--- src/rtl/gpi_debounce_if.sv ---
// Signal bundle between board-pin conditioner and GPI peripheral.
// No latency of its own; pure wiring.
// No backpressure; en is the only control. Edge-latch signals exist only with GPI_DEBOUNCE_EDGE_LATCH_EN.
interface gpi_debounce_if #(
    parameter int WIDTH = 8
);
    logic             en;
    logic [WIDTH-1:0] in_raw;
    logic [WIDTH-1:0] out_stable;
    logic [WIDTH-1:0] rise_pulse;
    logic [WIDTH-1:0] fall_pulse;
`ifdef GPI_DEBOUNCE_EDGE_LATCH_EN
    logic [WIDTH-1:0] clr;
    logic [WIDTH-1:0] edge_flags;
    logic             irq;

    // Driver side: pins, enable and flag clears in; conditioned levels and events out.
    modport master (
        output en, in_raw, clr,
        input  out_stable, rise_pulse, fall_pulse, edge_flags, irq
    );

    // Debouncer side.
    modport slave (
        input  en, in_raw, clr,
        output out_stable, rise_pulse, fall_pulse, edge_flags, irq
    );
`else
    // Driver side: pins and enable in; conditioned levels and events out.
    modport master (
        output en, in_raw,
        input  out_stable, rise_pulse, fall_pulse
    );

    // Debouncer side.
    modport slave (
        input  en, in_raw,
        output out_stable, rise_pulse, fall_pulse
    );
`endif
endinterface

--- src/rtl/gpi_debounce.sv ---
// Per-bit 2-flop synchroniser + stability counter producing clean levels and rise/fall pulses.
// Latency: DEBOUNCE_CYCLES+2 rising edges from a clean pin change to out_stable.
// No backpressure; en=0 freezes accepted levels. GPI_DEBOUNCE_EDGE_LATCH_EN adds sticky edge flags + irq.
module gpi_debounce #(
    parameter int WIDTH           = 8,
    parameter int CNT_W           = 20,
    parameter int DEBOUNCE_CYCLES = 500000
) (
    input  logic          clk,
    input  logic          rst,
    gpi_debounce_if.slave bus
);

    localparam longint CNT_LIMIT = (longint'(1) << CNT_W) - 1;

    // A zero or over-range debounce length cannot be represented by the counter.
    generate
        if (DEBOUNCE_CYCLES < 1 || longint'(DEBOUNCE_CYCLES) > CNT_LIMIT) begin : g_bad_cfg
            $error("gpi_debounce: DEBOUNCE_CYCLES out of range for CNT_W");
        end
    endgenerate

    localparam logic [CNT_W-1:0] CNT_MAX = CNT_W'(DEBOUNCE_CYCLES - 1);

    logic [WIDTH-1:0] sync1_q, sync1_d;
    logic [WIDTH-1:0] sync2_q, sync2_d;
    logic [WIDTH-1:0] stable_q, stable_d;
    logic [WIDTH-1:0] rise_q, rise_d;
    logic [WIDTH-1:0] fall_q, fall_d;
    logic [CNT_W-1:0] cnt_q [WIDTH];
    logic [CNT_W-1:0] cnt_d [WIDTH];

    // Synchroniser chain runs regardless of en so the level is settled when counting resumes.
    always_comb begin
        sync1_d = bus.in_raw;
        sync2_d = sync1_q;
    end

    // Stability counter: a mismatch must persist DEBOUNCE_CYCLES edges; any agreement restarts it.
    always_comb begin
        stable_d = stable_q;
        rise_d   = '0;
        fall_d   = '0;
        for (int i = 0; i < WIDTH; i++) begin
            cnt_d[i] = '0;
            if (bus.en && (sync2_q[i] != stable_q[i])) begin
                if (cnt_q[i] == CNT_MAX) begin
                    stable_d[i] = sync2_q[i];
                    rise_d[i]   = sync2_q[i];
                    fall_d[i]   = ~sync2_q[i];
                end else begin
                    cnt_d[i] = cnt_q[i] + CNT_W'(1);
                end
            end
        end
    end

    // Core state registers, cleared asynchronously.
    always_ff @(posedge clk or posedge rst) begin
        if (rst) begin
            sync1_q  <= '0;
            sync2_q  <= '0;
            stable_q <= '0;
            rise_q   <= '0;
            fall_q   <= '0;
            for (int i = 0; i < WIDTH; i++) begin
                cnt_q[i] <= '0;
            end
        end else begin
            sync1_q  <= sync1_d;
            sync2_q  <= sync2_d;
            stable_q <= stable_d;
            rise_q   <= rise_d;
            fall_q   <= fall_d;
            for (int i = 0; i < WIDTH; i++) begin
                cnt_q[i] <= cnt_d[i];
            end
        end
    end

    assign bus.out_stable = stable_q;
    assign bus.rise_pulse = rise_q;
    assign bus.fall_pulse = fall_q;

`ifdef GPI_DEBOUNCE_EDGE_LATCH_EN
    logic [WIDTH-1:0] flags_q, flags_d;

    // Sticky edge record; a new edge beats a simultaneous clear.
    always_comb begin
        flags_d = (flags_q & ~bus.clr) | rise_q | fall_q;
    end

    // Edge flag register.
    always_ff @(posedge clk or posedge rst) begin
        if (rst) begin
            flags_q <= '0;
        end else begin
            flags_q <= flags_d;
        end
    end

    assign bus.edge_flags = flags_q;
    assign bus.irq        = |flags_q;
`endif

endmodule

--- src/flat_wrapper.sv ---
// flat-port wrapper written by rule: the top's interface ports become plain ports
module gpi_debounce_flat 
#(
    parameter int WIDTH           = 8,
    parameter int CNT_W           = 20,
    parameter int DEBOUNCE_CYCLES = 500000
)
  (clk, rst, bus_en, bus_in_raw, bus_out_stable, bus_rise_pulse, bus_fall_pulse);
  gpi_debounce_if #(.WIDTH(WIDTH)) bus_i ();
  input  logic clk;
  input  logic rst;
  input wire logic [$bits(bus_i.en)-1:0] bus_en;
  input wire logic [$bits(bus_i.in_raw)-1:0] bus_in_raw;
  output wire logic [$bits(bus_i.out_stable)-1:0] bus_out_stable;
  output wire logic [$bits(bus_i.rise_pulse)-1:0] bus_rise_pulse;
  output wire logic [$bits(bus_i.fall_pulse)-1:0] bus_fall_pulse;
  assign bus_i.en = bus_en;
  assign bus_i.in_raw = bus_in_raw;
  assign bus_out_stable = bus_i.out_stable;
  assign bus_rise_pulse = bus_i.rise_pulse;
  assign bus_fall_pulse = bus_i.fall_pulse;
  gpi_debounce #(.WIDTH(WIDTH), .CNT_W(CNT_W), .DEBOUNCE_CYCLES(DEBOUNCE_CYCLES)) u_core (.clk(clk), .rst(rst), .bus(bus_i));
endmodule
--- config.mk ---
export PLATFORM = sky130hd
export DESIGN_NAME = gpi_debounce_flat
export DESIGN_NICKNAME = d
export VERILOG_FILES = /design/src/rtl/gpi_debounce_if.sv /design/src/rtl/gpi_debounce.sv /design/src/flat_wrapper.sv
export SDC_FILE = /design/constraint.sdc
export NUM_CORES = 1
export LEC_CHECK = 0
export CAP_MARGIN = 30
export CORE_UTILIZATION = 50
export CTS_CLUSTER_SIZE = 14
export DETAILED_ROUTE_END_ITERATION = 10
export PLACE_DENSITY = 0.77
export REMOVE_ABC_BUFFERS = 1
export SLEW_MARGIN = 10
export SYNTH_ARGS = -nofsm -noshare
export SYNTH_HDL_FRONTEND = slang
export SYNTH_SLANG_ARGS = --single-unit
export TNS_END_PERCENT = 50
--- constraint.sdc ---
create_clock -name clk -period 9.55 [get_ports clk]
set_input_delay 2.865 -clock clk [delete_from_list [all_inputs] [get_ports clk]]
set_output_delay 2.865 -clock clk [all_outputs]
set_load 0.02 [all_outputs]
==> flow_summary.json, run 1 <==
{
  "yosys_warnings": 0,
  "clockPowerShare": 0.445,
  "synth.avg_cell_area_um2": 10.0,
  "ir_drop_v": 0.000118,
  "rr_startpoint": "u_core.cnt_q[80]",
  "tns_ps": 0,
  "worstSetupPathType": "in2reg",
  "path_buf_inv": 1,
  "fin_ws_ps": 5140,
  "ctsHoldBuffers": 0,
  "boundaryPins": 35,
  "ant_nets": 0,
  "dpl.hpwl_um": 11300,
  "crit_family": "buffers and inverters",
  "crit_chain": "clkdlybuf4s50_1 > nand2_1 > nor3_1 > mux2_2",
  "crit_fanout": 8,
  "core_area_um2": 18200,
  "outcome": "finished clean",
  "clock-sinks": 200,
  "grtUsageMet2": 0.307,
  "synth_seq_area_share": 0.531,
  "clock_path_buffers": 2,
  "grt.busiest_layer": "met2",
  "wire_per_inst_um": 14.5,
  "gp_congestion": 0.803,
  "power_uw": 1630,
  "dp_cells": 1189,
  "port_buffers": 34,
  "skew_ps": 6.08,
  "cts_tree": "yes",
  "grt.total_usage": 0.192,
  "total_leakage_power_uw": 0.00406,
  "rrSetupSlack_ps": 7200,
  "layout.nets": 999,
  "cp-end-kind": "flip-flop",
  "drtPass1Iterations": 5,
  "slowest_delay_ps": 860,
  "cts_setup_buffers": 0,
  "maxCapViolations": 0,
  "ys_ff_latch": 200,
  "drive_gt1_frac": 0.0656,
  "rows": 49,
  "synth_cells": 940,
  "final.period_utilization": 0.462,
  "use_met1": 0.263,
  "worst_slew_pin_slew_ps": 824,
  "pre_cts_slack_ps": 4560,
  "drc": 0,
  "antenna_found_initial": 0,
  "worst-r2r-cell-count": 5,
  "fillCellCount": 1490,
  "vias": 6998,
  "dieHeight_um": 139,
  "grt_pass1_vias": 6573,
  "cts-htree-levels": 4,
  "sw_frac_of_total": 0.208,
  "post_cts_resized": 0,
  "syn_area_um2": 9430,
  "hold_viol_final": 0,
  "synthArstFlopShare": 1.00,
  "die-area_um2": 19400,
  "vias_per_cell": 5.74,
  "ys_types": 43,
  "grt_max_degree": 134,
  "regArea_um2": 5000,
  "cellPowerDensity_nw_per_um2": 153,
  "grt_pass1_wl_um": 30600,
  "area_delta_synth_final_pct": 12.7,
  "hold_path_class": "reg2reg",
  "synth_edf_count": 0,
  "min_path_cells": 0,
  "use_met3": 0.0365,
  "start_util": 0.518,
  "clk_latency_ps": 440,
  "clk_pin_slew_ps": 70,
  "root_buffer": "clkbuf_16",
  "grt_overflow": 0,
  "multiInputGateArea_um2": 4180,
  "final_cells": 1220,
  "fin_crit_ps": 4420,
  "internal_power_uw": 1290,
  "hold_end": "u_core.sync2_q[2]",
  "worst_path_max_delay_cell": "clkdlybuf4s50_1",
  "cp_data_required_time_ps": 9870,
  "chipWidth_um": 139,
  "cts_buffers": 17,
  "power_frac_seq": 0.529,
  "relSlewSlack": 0.451,
  "drt_wl_total_um": 17700,
  "min-delay-start": "u_core.sync1_q[2]",
  "crit_arrival_ps": 4730,
  "synth_ff_type": "dfrtp_1",
  "drt_iter0_markers": 493,
  "fmax_ghz": 0.227,
  "switching_power_uw": 338,
  "setup_viol": 0,
  "rsz0062_at_grt": "false",
  "p_comb_frac": 0.027,
  "maxSlewViolCount": 0,
  "rr_endpoint": "u_core.cnt_q[95]",
  "crit_path_start_kind": "primary input",
  "antennaDiodeCount": 0
}
-- power by group through the flow --
stage                     sequential, uW  combinational [uW]  clock, uW
after floorplan                      874                28.2          0
after global placement               875                43.5          0
after detailed placement             875                43.8          0
after CTS                            859                44.0        742
after global routing                 860                51.2        771
final                                859                43.5        723
-- state kept, by name, indices dropped and copies added, names as in the netlist --
register and count:
u_core.sync1_q 8, u_core.bus.out_stable 8, u_core.bus.rise_pulse 8, u_core.cnt_q 160, u_core.sync2_q 8, u_core.bus.fall_pulse 8
-- metal layers --
| layer | share of wire | vias up |
|---|---|---|
| met5 | 0 | - |
| met4 | 0.016 | 0 |
| met3 | 0.030 | 25 |
| met2 | 0.47 | 104 |
| met1 | 0.49 | 3439 |
| li1 | - | 3430 |
-- area by class of cell --
| cell class | count | area share |
|---|---|---|
| Tap cell | 229 | 0.0270 |
| Clock buffer | 23 | 0.0478 |
| Inverter | 45 | 0.0166 |
| Timing Repair Buffer | 37 | 0.0360 |
| Multi-Input combinational cell | 679 | 0.393 |
| Clock inverter | 7 | 0.00859 |
| Sequential cell | 200 | 0.471 |
-- Yosys cell counts, types with 2 or more instances --
| master | count | area, um2 |
|---|---|---|
| a21oi_1 | 40 | 200 |
| a31o_2 | 5 | 43.8 |
| and2_1 | 2 | 12.5 |
| and3_1 | 5 | 31.3 |
| and4_1 | 10 | 87.6 |
| buf_2 | 8 | 40.0 |
| buf_4 | 2 | 15.0 |
| clkbuf_1 | 6 | 22.5 |
| dfrtp_1 | 200 | 5000 |
| ha_1 | 8 | 100 |
| inv_1 | 45 | 169 |
| mux2_2 | 2 | 22.5 |
| nand2_1 | 53 | 199 |
| nand2b_1 | 4 | 25.0 |
| nand3_1 | 50 | 250 |
| nand4_1 | 48 | 300 |
| nand4_2 | 2 | 25.0 |
| nand4bb_1 | 3 | 33.8 |
| nor2_1 | 138 | 518 |
| nor3_1 | 29 | 145 |
| nor4_1 | 43 | 269 |
| nor4b_1 | 4 | 35.0 |
| nor4bb_1 | 4 | 40.0 |
| o21ai_0 | 19 | 95.1 |
| o21bai_2 | 6 | 67.6 |
| o31ai_1 | 19 | 143 |
| o41ai_1 | 3 | 26.3 |
| or2_2 | 8 | 50.1 |
| or3_1 | 30 | 188 |
| or3b_2 | 2 | 17.5 |
| or4_1 | 19 | 143 |
| or4b_1 | 2 | 20.0 |
| xnor2_1 | 72 | 631 |
| xor2_1 | 40 | 350 |
-- worst max path at each step --
stage / startpoint / endpoint / slack [ps] / cells after the start
final: bus_en / u_core.bus.out_stable[5] / 5140 / 4
after global routing: rst / u_core.cnt_q[42] / 4840 / 4
after CTS: rst / u_core.cnt_q[68] / 5040 / 3
after detailed placement: rst / u_core.cnt_q[66] / 4560 / 3
after global placement: rst / u_core.cnt_q[68] / 4570 / 3
after floorplan: rst / u_core.bus.fall_pulse[0] / 1230 / 1
-- layout by cell type (no fill, tap or decap), types with 3 or more instances in the layout --
cell / count
nand4_1: 48
or3_1: 30
o21ai_0: 19
or2_2: 8
or4_1: 19
and4_1: 10
and3_1: 5
xor2_1: 40
clkbuf_16: 17
nand2_1: 53
o31ai_1: 19
a21oi_1: 40
xnor2_1: 72
o41ai_1: 3
nand2b_1: 4
nor4_1: 43
ha_1: 8
clkinv_2: 3
inv_1: 44
dfrtp_1: 200
nor3_1: 29
clkbuf_8: 6
nor2_1: 138
a31o_2: 5
o21bai_2: 6
nor4bb_1: 4
nand3_1: 50
nand4bb_1: 3
nor4b_1: 4
clkdlybuf4s50_1: 34
-- cells by family (layout without fill, tap and decap cells) --
kind of cell               after synthesis  after routing  synth area share
buffers and inverters                   61            112            0.0261
adders and majority gates                8              8            0.0106
xor gates and xnor gates               112            112             0.104
muxes                                    3              3           0.00398
and+or+nand+nor                        462            462             0.261
DFF                                    200            200             0.531
AOI/OAI and AO/OA                       94             94            0.0638
-- stage by stage --
step	utilization	cell area, um2	hold WS, ps
after floorplan	-	9350	331
after global placement	0.549	10000	332
after detailed placement	0.549	10000	335
after CTS	0.582	10600	353
after global routing	0.584	10600	358
final	0.584	10600	350
No activity file was read; power rests on OpenSTA's default activity.
==> run 2: changes to the inputs <==
clock period = 4.1 ns   (was 9.55 ns; I/O delays follow)
==> run 2 against run 1 <==
Net effect:
- clock power rose by 130%
- final cell count increased by 0.33%
- die area stayed put
- highest routed layer unchanged
==> flow_summary.json, run 2 (synthesis gave the netlist of run 1 again) <==
{
  "outcome": "finished clean",
  "fmax_ghz": 0.364,
  "drive_gt1_frac": 0.0663,
  "fin_crit_ps": 2750,
  "ant_nets": 0,
  "clk_latency_ps": 430,
  "clock-sinks": 200,
  "final.period_utilization": 0.670,
  "top_register": "u_core.cnt_q",
  "setup_viol": 0,
  "gp_congestion": 0.838,
  "total_leakage_power_uw": 0.00406,
  "fillCellCount": 1520,
  "maxCapViolations": 0,
  "vias_per_cell": 5.67,
  "cp_data_required_time_ps": 4410,
  "crit_path_start_kind": "primary input",
  "hold_viol_final": 0,
  "clk_pin_slew_ps": 60,
  "largest_reg_flops": 160,
  "start_util": 0.518,
  "drt_wl_total_um": 17800,
  "post_cts_resized": 0,
  "vias": 6944,
  "final_common_cell": "dfrtp_1",
  "root_buffer": "clkbuf_16",
  "rows": 49,
  "die-area_um2": 19400,
  "rsz0062_at_grt": "false",
  "wire_per_inst_um": 14.5,
  "cts_setup_buffers": 0,
  "skew_ps": 5.53,
  "ir_drop_v": 0.000249,
  "relSlewSlack": 0.490,
  "grt.total_usage": 0.197,
  "mostFrequentLayoutCells": "dfrtp_1 (200), nor2_1 (138), xnor2_1 (72)",
  "crit_arrival_ps": 3060,
  "worst_slew_pin_slew_ps": 765,
  "chipWidth_um": 139,
  "crit_fanout": 8,
  "clock_path_buffers": 2,
  "fin_ws_ps": 1350,
  "boundaryPins": 35,
  "ctsHoldBuffers": 0,
  "area_delta_synth_final_pct": 12.5,
  "grt_pass1_wl_um": 31300,
  "pre_cts_slack_ps": 954,
  "power_uw": 3740,
  "antenna_found_initial": 0,
  "maxSlewViolCount": 0,
  "cp-end-kind": "flip-flop",
  "cts_buffers": 17,
  "core_area_um2": 18200,
  "antennaDiodeCount": 0,
  "drtPass1Iterations": 4,
  "cts_tree": "yes",
  "hold_path_class": "reg2reg",
  "drc": 0,
  "worstSetupPathType": "in2reg",
  "layout.nets": 1001,
  "dpl.hpwl_um": 11800,
  "dieHeight_um": 139,
  "grt_pass1_vias": 6717,
  "drt_iter0_markers": 351,
  "cellPowerDensity_nw_per_um2": 353,
  "grt_max_degree": 90,
  "grt_overflow": 0,
  "port_buffers": 34,
  "cts-htree-levels": 4
}
run 2: cell count changes in the layout (fill, tap and decap cells not counted), sizes merged:
cell	change
clkinv	+2
buf	+2
run 2: final cells by class:
| class | count | area [um2] | share of cell area |
|---|---|---|---|
| well taps | 229 | 287 | 0.0270 |
| clock buffers | 23 | 478 | 0.0450 |
| flip-flops and latches | 200 | 5000 | 0.472 |
| repair buffers | 39 | 390 | 0.0368 |
| clock inverters | 9 | 97.6 | 0.00920 |
| multi-input cells | 679 | 4180 | 0.394 |
| inverters | 45 | 176 | 0.0166 |
run 2: routing by layer:
metal,vias to the layer above,GRT usage,share of wire
met3,25,0.0403,0.029
met5,-,0,0
met4,0,0.0632,0.016
met2,107,0.319,0.48
met1,3369,0.265,0.47
li1,3443,-,-
run 2: stage by stage:
| step | utilization | cell area, um2 | hold WS [ps] | TNS [ps] | instances |
|---|---|---|---|---|---|
| final | 0.583 | 10600 | 350 | 0 | 1224 |
| after global placement | 0.551 | 10000 | 333 | 0 | 1192 |
| after CTS | 0.583 | 10600 | 354 | 0 | 1224 |
| after floorplan | - | 9350 | 331 | -516800 | 924 |
| after detailed placement | 0.551 | 10000 | 339 | 0 | 1192 |
| after global routing | 0.583 | 10600 | 355 | 0 | 1224 |
run 2: worst paths after layout:
path	start	to	slack, ps	depth (start not counted)
setup / recovery	bus_en	u_core.bus.out_stable[5]	1350	4
max in group asynchronous	rst	u_core.cnt_q[67]	2030	3
setup reg to reg	u_core.cnt_q[140]	u_core.cnt_q[148]	1750	5
min in group asynchronous	rst	u_core.cnt_q[129]	1300	2
hold / removal	u_core.sync1_q[7]	u_core.sync2_q[7]	350	0
hold reg to reg	u_core.sync1_q[7]	u_core.sync2_q[7]	350	0
run 2: power breakdown:
group	internal, uW	switching [uW]
clock network	941	695
registers	1990	13.3
logic	26.0	77.4
run 2: worst max-delay path, cell delays in order:
cell and delay, ps:
clkdlybuf4s50_1 830, nand2_1 250, nor3_1 370, mux2_2 380
